===== config.mk =====
export PLATFORM = sky130hd
export DESIGN_NAME = fft_peak_finder
export DESIGN_NICKNAME = d
export VERILOG_FILES = /design/src/rtl/fft_peak_finder.sv
export SDC_FILE = /design/constraint.sdc
export NUM_CORES = 2
export LEC_CHECK = 0
export ABC_AREA = 1
export BUFFER_PORTS_ARGS = -buffer_cell sky130_fd_sc_hd__buf_2
export CAP_MARGIN = 10
export CORE_MARGIN = 8
export CORE_UTILIZATION = 35
export DETAILED_ROUTE_END_ITERATION = 8
export PLACE_DENSITY_LB_ADDON = 0.1
export SYNTH_ARGS = -nofsm -noshare
export SYNTH_HDL_FRONTEND = slang
export SYNTH_SLANG_ARGS = --single-unit

===== constraint.sdc =====
create_clock -name clk -period 13.7 [get_ports clk]
set_input_delay 2.74 -clock clk [delete_from_list [all_inputs] [get_ports clk]]
set_output_delay 2.74 -clock clk [all_outputs]
set_load 0.1 [all_outputs]

===== src/rtl/fft_peak_finder.sv =====
// Sweeps fft_top's positive-frequency bins after done and reports
// the strongest bin by re^2+im^2, excluding DC and the mirrored half.
module fft_peak_finder #(
    parameter int bit_width = 16,
    parameter int M = 9,
    parameter int N = 512,
    parameter int RD_LAT = 1,
    parameter logic [2*bit_width:0] THRESH = '0
) (
    input  logic                   clk,
    input  logic                   reset,
    input  logic                   fft_done,
    input  logic [2*bit_width-1:0] wd,
    output logic [M-1:0]           rd_adr,
    output logic                   busy,
    output logic                   peak_valid,
    output logic [M-1:0]           peak_bin,
    output logic [2*bit_width:0]   peak_mag,
    output logic                   peak_found
);

    localparam int BW = bit_width;
    localparam int MW = 2 * BW + 1;
    localparam int CW = $clog2(RD_LAT + 2);
    localparam int LAST = N / 2 - 1;

    typedef enum logic [1:0] {IDLE, SWEEP, DRAIN, PUBLISH} state_t;

    typedef struct packed {
        logic         vld;
        logic [M-1:0] adr;
    } tag_t;

    state_t          state_q, state_d;
    logic            done_q, done_d;
    logic [M-1:0]    rd_adr_q, rd_adr_d;
    logic            busy_q, busy_d;
    logic            peak_valid_q, peak_valid_d;
    logic [M-1:0]    peak_bin_q, peak_bin_d;
    logic [MW-1:0]   peak_mag_q, peak_mag_d;
    logic            peak_found_q, peak_found_d;
    logic [MW-1:0]   max_mag_q, max_mag_d;
    logic [M-1:0]    max_bin_q, max_bin_d;
    logic [MW-1:0]   mag_q, mag_d;
    logic            mag_vld_q, mag_vld_d;
    logic [M-1:0]    mag_bin_q, mag_bin_d;
    logic [CW-1:0]   cnt_q, cnt_d;
    tag_t            tag_q [RD_LAT];
    tag_t            tag_d [RD_LAT];

    logic signed [2*BW-1:0] re_x, im_x, re_sq, im_sq;

    always_comb begin
        state_d      = state_q;
        done_d       = fft_done;
        rd_adr_d     = rd_adr_q;
        busy_d       = busy_q;
        peak_valid_d = 1'b0;
        peak_bin_d   = peak_bin_q;
        peak_mag_d   = peak_mag_q;
        peak_found_d = peak_found_q;
        max_mag_d    = max_mag_q;
        max_bin_d    = max_bin_q;
        cnt_d        = cnt_q;

        // Tag travels with each request so the returning word knows its bin
        tag_d[0].vld = (state_q == SWEEP);
        tag_d[0].adr = rd_adr_q;
        for (int i = 1; i < RD_LAT; i++) begin
            tag_d[i] = tag_q[i-1];
        end

        re_x  = {{BW{wd[2*BW-1]}}, wd[2*BW-1:BW]};
        im_x  = {{BW{wd[BW-1]}}, wd[BW-1:0]};
        re_sq = re_x * re_x;
        im_sq = im_x * im_x;
        mag_d     = {1'b0, re_sq} + {1'b0, im_sq};
        mag_vld_d = tag_q[RD_LAT-1].vld;
        mag_bin_d = tag_q[RD_LAT-1].adr;

        // Strict compare keeps the lowest bin on ties
        if (mag_vld_q && (mag_q > max_mag_q)) begin
            max_mag_d = mag_q;
            max_bin_d = mag_bin_q;
        end

        unique case (state_q)
            IDLE: begin
                rd_adr_d = '0;
                if (fft_done && !done_q) begin
                    state_d   = SWEEP;
                    rd_adr_d  = M'(1);
                    busy_d    = 1'b1;
                    max_mag_d = '0;
                    max_bin_d = '0;
                end
            end
            SWEEP: begin
                if (rd_adr_q == M'(LAST)) begin
                    state_d  = DRAIN;
                    rd_adr_d = '0;
                    cnt_d    = '0;
                end else begin
                    rd_adr_d = rd_adr_q + 1'b1;
                end
            end
            DRAIN: begin
                // RD_LAT read cycles plus one for the registered magnitude
                if (cnt_q == CW'(RD_LAT)) begin
                    state_d = PUBLISH;
                end else begin
                    cnt_d = cnt_q + 1'b1;
                end
            end
            PUBLISH: begin
                peak_bin_d   = max_bin_q;
                peak_mag_d   = max_mag_q;
                peak_found_d = (max_mag_q > THRESH);
                peak_valid_d = 1'b1;
                busy_d       = 1'b0;
                rd_adr_d     = '0;
                state_d      = IDLE;
            end
            default: state_d = IDLE;
        endcase
    end

    always_ff @(posedge clk) begin
        if (reset) begin
            state_q      <= IDLE;
            done_q       <= 1'b0;
            rd_adr_q     <= '0;
            busy_q       <= 1'b0;
            peak_valid_q <= 1'b0;
            peak_bin_q   <= '0;
            peak_mag_q   <= '0;
            peak_found_q <= 1'b0;
            max_mag_q    <= '0;
            max_bin_q    <= '0;
            mag_q        <= '0;
            mag_vld_q    <= 1'b0;
            mag_bin_q    <= '0;
            cnt_q        <= '0;
            for (int i = 0; i < RD_LAT; i++) begin
                tag_q[i] <= '0;
            end
        end else begin
            state_q      <= state_d;
            done_q       <= done_d;
            rd_adr_q     <= rd_adr_d;
            busy_q       <= busy_d;
            peak_valid_q <= peak_valid_d;
            peak_bin_q   <= peak_bin_d;
            peak_mag_q   <= peak_mag_d;
            peak_found_q <= peak_found_d;
            max_mag_q    <= max_mag_d;
            max_bin_q    <= max_bin_d;
            mag_q        <= mag_d;
            mag_vld_q    <= mag_vld_d;
            mag_bin_q    <= mag_bin_d;
            cnt_q        <= cnt_d;
            for (int i = 0; i < RD_LAT; i++) begin
                tag_q[i] <= tag_d[i];
            end
        end
    end

    assign rd_adr     = rd_adr_q;
    assign busy       = busy_q;
    assign peak_valid = peak_valid_q;
    assign peak_bin   = peak_bin_q;
    assign peak_mag   = peak_mag_q;
    assign peak_found = peak_found_q;

endmodule


== Word-level counts from Yosys, hierarchy flattened ==
Memory sizes are Yosys's and may differ from the RTL's. A register that Yosys moved wholly into a read port is not among the register bits.
Index checks and enable logic that the tools add are counted.
Storage, ports and cells
  register bits: 134
  bits in writable memories: 10
  output and inout port bits: 54
  memories kept: 1
Memories
  tag_q: depth 1, bits a word 10, read ports 1, clocked after memory_dff 1, write ports 1, line 48  | tag_t tag_q [RD_LAT];
Operators by class
  add/sub/neg operators: 3
  multipliers: 2
  order comparisons: 2
  eq/ne operators: 9
  multiplexer cells: 24
  reduce and logical (&&, ||, !) cells: 11
Operator list (count)
  2-to-1 mux 33 bit: 3
  multiplier 16 x 16 -> 32 bit: 2
  2-to-1 mux 9 bit: 4
  adder 32 x 32 -> 33 bit: 1
  > comparator 33 x 1 -> 1 bit, second input constant: 1
  > comparator 33 bit: 1
  one-hot mux 9 bit (3 select lines): 1
  2-to-1 mux 10 bit: 1
  2-to-1 mux 2 bit: 5
  OR reduction 10 bit: 1
  adder 9 x 1 -> 9 bit, second input constant: 1
  equality test 9 x 8 -> 1 bit, second input constant: 1
  one-hot mux 2 bit (4 select lines): 1
  2-to-1 mux 1 bit: 7
  != test 2 bit, second input constant: 3
  AND reduction 3 bit: 2
  equality test 2 x 1 -> 1 bit, second input constant: 2
  equality test 2 bit, second input constant: 2
  one-hot mux 2 bit (2 select lines): 1
  nonzero test 2 bit: 2
  nonzero test 3 bit: 1
  adder 2 x 1 -> 2 bit, second input constant: 1
  logical AND 1 bit: 2
  zero test 2 bit: 1
  4 further kinds: 4

== Longest topological paths before layout ==
  depth after elaboration: 5
  depth in mapped cells: 35

== Worst setup path before layout ==
OpenSTA, ideal clock, no wires.
  kind: input to register
  start point: input wd[1]
  end point: register mag_q[31]
  arrival: 8941 ps
  data required time: 13585 ps
  setup slack: 4644 ps
  stages: 29
  cell sequence: clkbuf_1 -> clkbuf_1 -> nand2_1 -> inv_1 -> fa_1 -> inv_1 -> fa_1 -> inv_1 -> fa_1 -> fa_1 -> inv_1 -> fa_1 -> inv_1 -> fa_1 -> ha_1 -> nand2_1 -> nor2_1 -> nand2_1 -> or2_2 -> nand4_1 -> nand2_1 -> ha_1 -> inv_1 -> nor3_1 -> nand2_1 -> nor3_1 -> nand2_1 -> a21oi_1 -> nor2_1
Between the ends
  word-level cells in the longest chain between the ends: 2
RTL lines
  from (decl): line 13  | input logic [2*bit_width-1:0] wd,
  multiplier 16 x 16 -> 32 bit: line 76  | im_sq = im_x * im_x;
  adder 32 x 32 -> 33 bit: line 77  | mag_d = {1'b0, re_sq} + {1'b0, im_sq};
  to (signal assigned): line 158  | mag_q <= mag_d;
  to (decl): line 44  | logic [MW-1:0] mag_q, mag_d;
No other way between the ends.
A chain may end at the register's enable or synchronous reset.

== Worst setup path after layout ==
  start point: input wd[31]
  end point: register mag_q[31]
Between the ends
  word-level cells in the longest chain between the ends: 2
RTL lines
  multiplier 16 x 16 -> 32 bit: line 75  | re_sq = re_x * re_x;
  adder 32 x 32 -> 33 bit: line 77
No other way between the ends.

==> flow_summary.yaml <==
clock_tree:
  postCtsHoldBufs: 0
  cts_resized: 0
  clockRootBuffer: "clkbuf_16"
  cts_buffer_depth: 2
  tritoncts: "built"
  cts_setup_buffers: 0
  clkSinkCount: 154
  h-tree-depth: 4
  clk_pin_slew_ns: 0.07
  clock_latency_ns: 0.43
  cts_made_buffers: 17
route:
  dr_total_vias: 20900
  routed_wirelength_um: 69600
  wire_per_inst_um: 15.2
  ant_nets: 0
  drc: 0
  drt-pass1-iter-count: 6
  vias_per_cell: 4.57
  first_iter_violations: 1000
synth:
  yosysTopAreaCell: "fa_1"
  ys_ff_latch: 154
  ys.flop_type: "dfxtp_1"
  yosysWarningCount: 0
  synth.net_count: 4285
  synthCells: 3527
  syn_area_per_cell_um2: 7.70
  ys_seq_area_share_pct: 11.4
  synth_top_area_share_pct: 35.1
  async_flop_share_pct: 0
  synth_cell_types: 43
  synthesis.area_mm2: 0.0272
  synth-edff-count: 0
  synth.area.top_cells: "fa_1 35%, inv_1 13%, ha_1 11%"
critical_path:
  reg2reg_depth: 13
  end_kind: "flop"
  slowest_delay_ns: 0.68
  crit_type: "in -> reg"
  cp_max_fo: 24
  worstPathRequired_ns: 14.03
  arrival_ns: 9.81
  slowest_stage: "fa_1"
  cp-start-kind: "primary input"
die:
  rows: 102
  floorplan.die_area_mm2: 0.0868
  ioPinCount: 89
  dieWidth_um: 295
  initial_utilization_pct: 35.2
  core_mm2: 0.0772
  die_h_um: 295
sta:
  relSlewSlack_pct: 38.1
  final-hold-violation-count: 0
  setup_violations: 0
  max_freq_ghz: 0.106
  setup_ws_ns: 4.22
  tightest_slew_ns: 0.927
  rsz0062_at_grt: "no"
  setup_tns_ns: 0
  period_needed_ns: 9.48
  finClkSkew_ns: 0.0146
  slew_violations: 0
  timing.final.crit_share_pct: 69.2
cells_and_area:
  multi_input_area_mm2: 0.0199
  fin_util_pct: 37.7
  layout_commonest_cell: "inv_1"
  syn2layout_area_growth_pct: 7.08
  drive_gt1_share_pct: 3.99
  fillers: 8397
  final_cell_mix: "973 x inv_1, 601 x nand2_1, 476 x fa_1, 270 x nor2_1, 246 x ha_1"
  insertedDiodeCount: 0
  register_area_mm2: 0.00308
  nets: 4283
place:
  routabilityCongestion: 0.864
  place_hpwl_um: 60200
  port_buffers: 88
  pre_cts_slack_ns: 3.72
global_routing:
  overflow: 0
  grt_usage_pct: 16.6
  antenna_found_initial: 1
  grt_pass1_wl_um: 117000
  grt_max_degree: 76
  grt_pass1_vias: 22000
run:
  max_cap_violations: 0
worst_hold_path:
  whs_path_depth: 2
  worstHoldPathType: "reg -> reg"
run_status:
  outcome: "finished clean"
## worst paths after layout
kind | slack [ns] | start | to
setup / recovery | 4.22 | wd[31] | mag_q[31]
hold reg to reg | 0.40 | tag_q[0][8] | mag_bin_q[8]
hold / removal | 0.40 | tag_q[0][8] | mag_bin_q[8]
setup reg to reg | 10.82 | max_mag_q[19] | max_bin_q[3]
## kinds of logic (layout without fill, tap and decap cells)
| kind of cell | Yosys count | after routing | share of synthesized area [%] |
|---|---|---|---|
| buffers and inverters | 1091 | 1102 | 15.5 |
| adder cells (fa/ha/maj) | 723 | 723 | 46.5 |
| AND/OR/NAND/NOR | 1078 | 1078 | 16.2 |
| XOR/XNOR | 79 | 79 | 2.55 |
| AO/OA/AOI/OAI | 402 | 402 | 8.03 |
| flip-flops | 154 | 154 | 11.4 |
## sequential cells by signal, indices dropped and copies added, names as in the netlist, 2 cells and up
name / count
cnt_q: 2
mag_bin_q: 9
mag_q: 33
max_bin_q: 9
max_mag_q: 33
peak_bin: 9
peak_mag: 33
rd_adr: 9
state_q: 2
tag_q: 10
## worst max-delay path, delay by kind of cell
kind                     cells  cell delay (ns)
adder cells (fa/ha/maj)      8             4.07
buffers and inverters        5             0.83
AO/OA/AOI/OAI                2             0.43
AND/OR/NAND/NOR             13             1.47
XOR/XNOR                     1             0.23
## per-stage QoR
| stage | hold WS [ns] | std cells | instance area (um2) |
|---|---|---|---|
| floorplan | 0.388 | 3527 | 27200 |
| global placement | 0.390 | 4546 | 28400 |
| detailed placement | 0.395 | 4546 | 28400 |
| CTS | 0.405 | 4578 | 29100 |
| global route | 0.418 | 4578 | 29100 |
| finish | 0.400 | 4578 | 29100 |
## synthesized netlist by cell type (2+ instances only)
master / n
and3_1: 2
buf_2: 7
nor4_1: 3
buf_1: 7
a21boi_0: 7
o21ai_1: 6
nand2_1: 601
and2_1: 2
o21bai_1: 21
or2_1: 2
dfxtp_1: 154
nand2_2: 2
a31oi_1: 2
o31ai_1: 2
o21a_1: 7
nand3_1: 121
nor3_1: 27
nor2_1: 270
a21oi_1: 215
buf_6: 7
o221ai_1: 2
xnor2_1: 25
nand3b_1: 5
nand4_1: 35
clkbuf_1: 83
a21o_1: 17
clkinv_1: 2
o21ai_0: 115
buf_4: 11
or2_2: 6
a31o_2: 2
inv_1: 974
ha_1: 247
xor2_1: 54
fa_1: 476
## layer usage
metal	up-vias	global-route usage [%]	wire, um
li1	10500	-	-
met1	10100	23.9	34300
met2	310	26.9	31600
met3	60	1.41	2130
met4	0	3.85	1520
met5	-	0	0
## layout make-up
class | count | area share [%]
clock buffers | 19 | 1.52
inverters | 976 | 12.6
multi-input cells | 2282 | 68.4
repair buffers | 94 | 1.67
well taps | 1040 | 4.47
clock inverters | 13 | 0.740
flip-flops and latches | 154 | 10.6
Power is left out: the tool's default activity adds up to more than one toggle a clock period on the data nets, which glitch-free logic cannot reach.
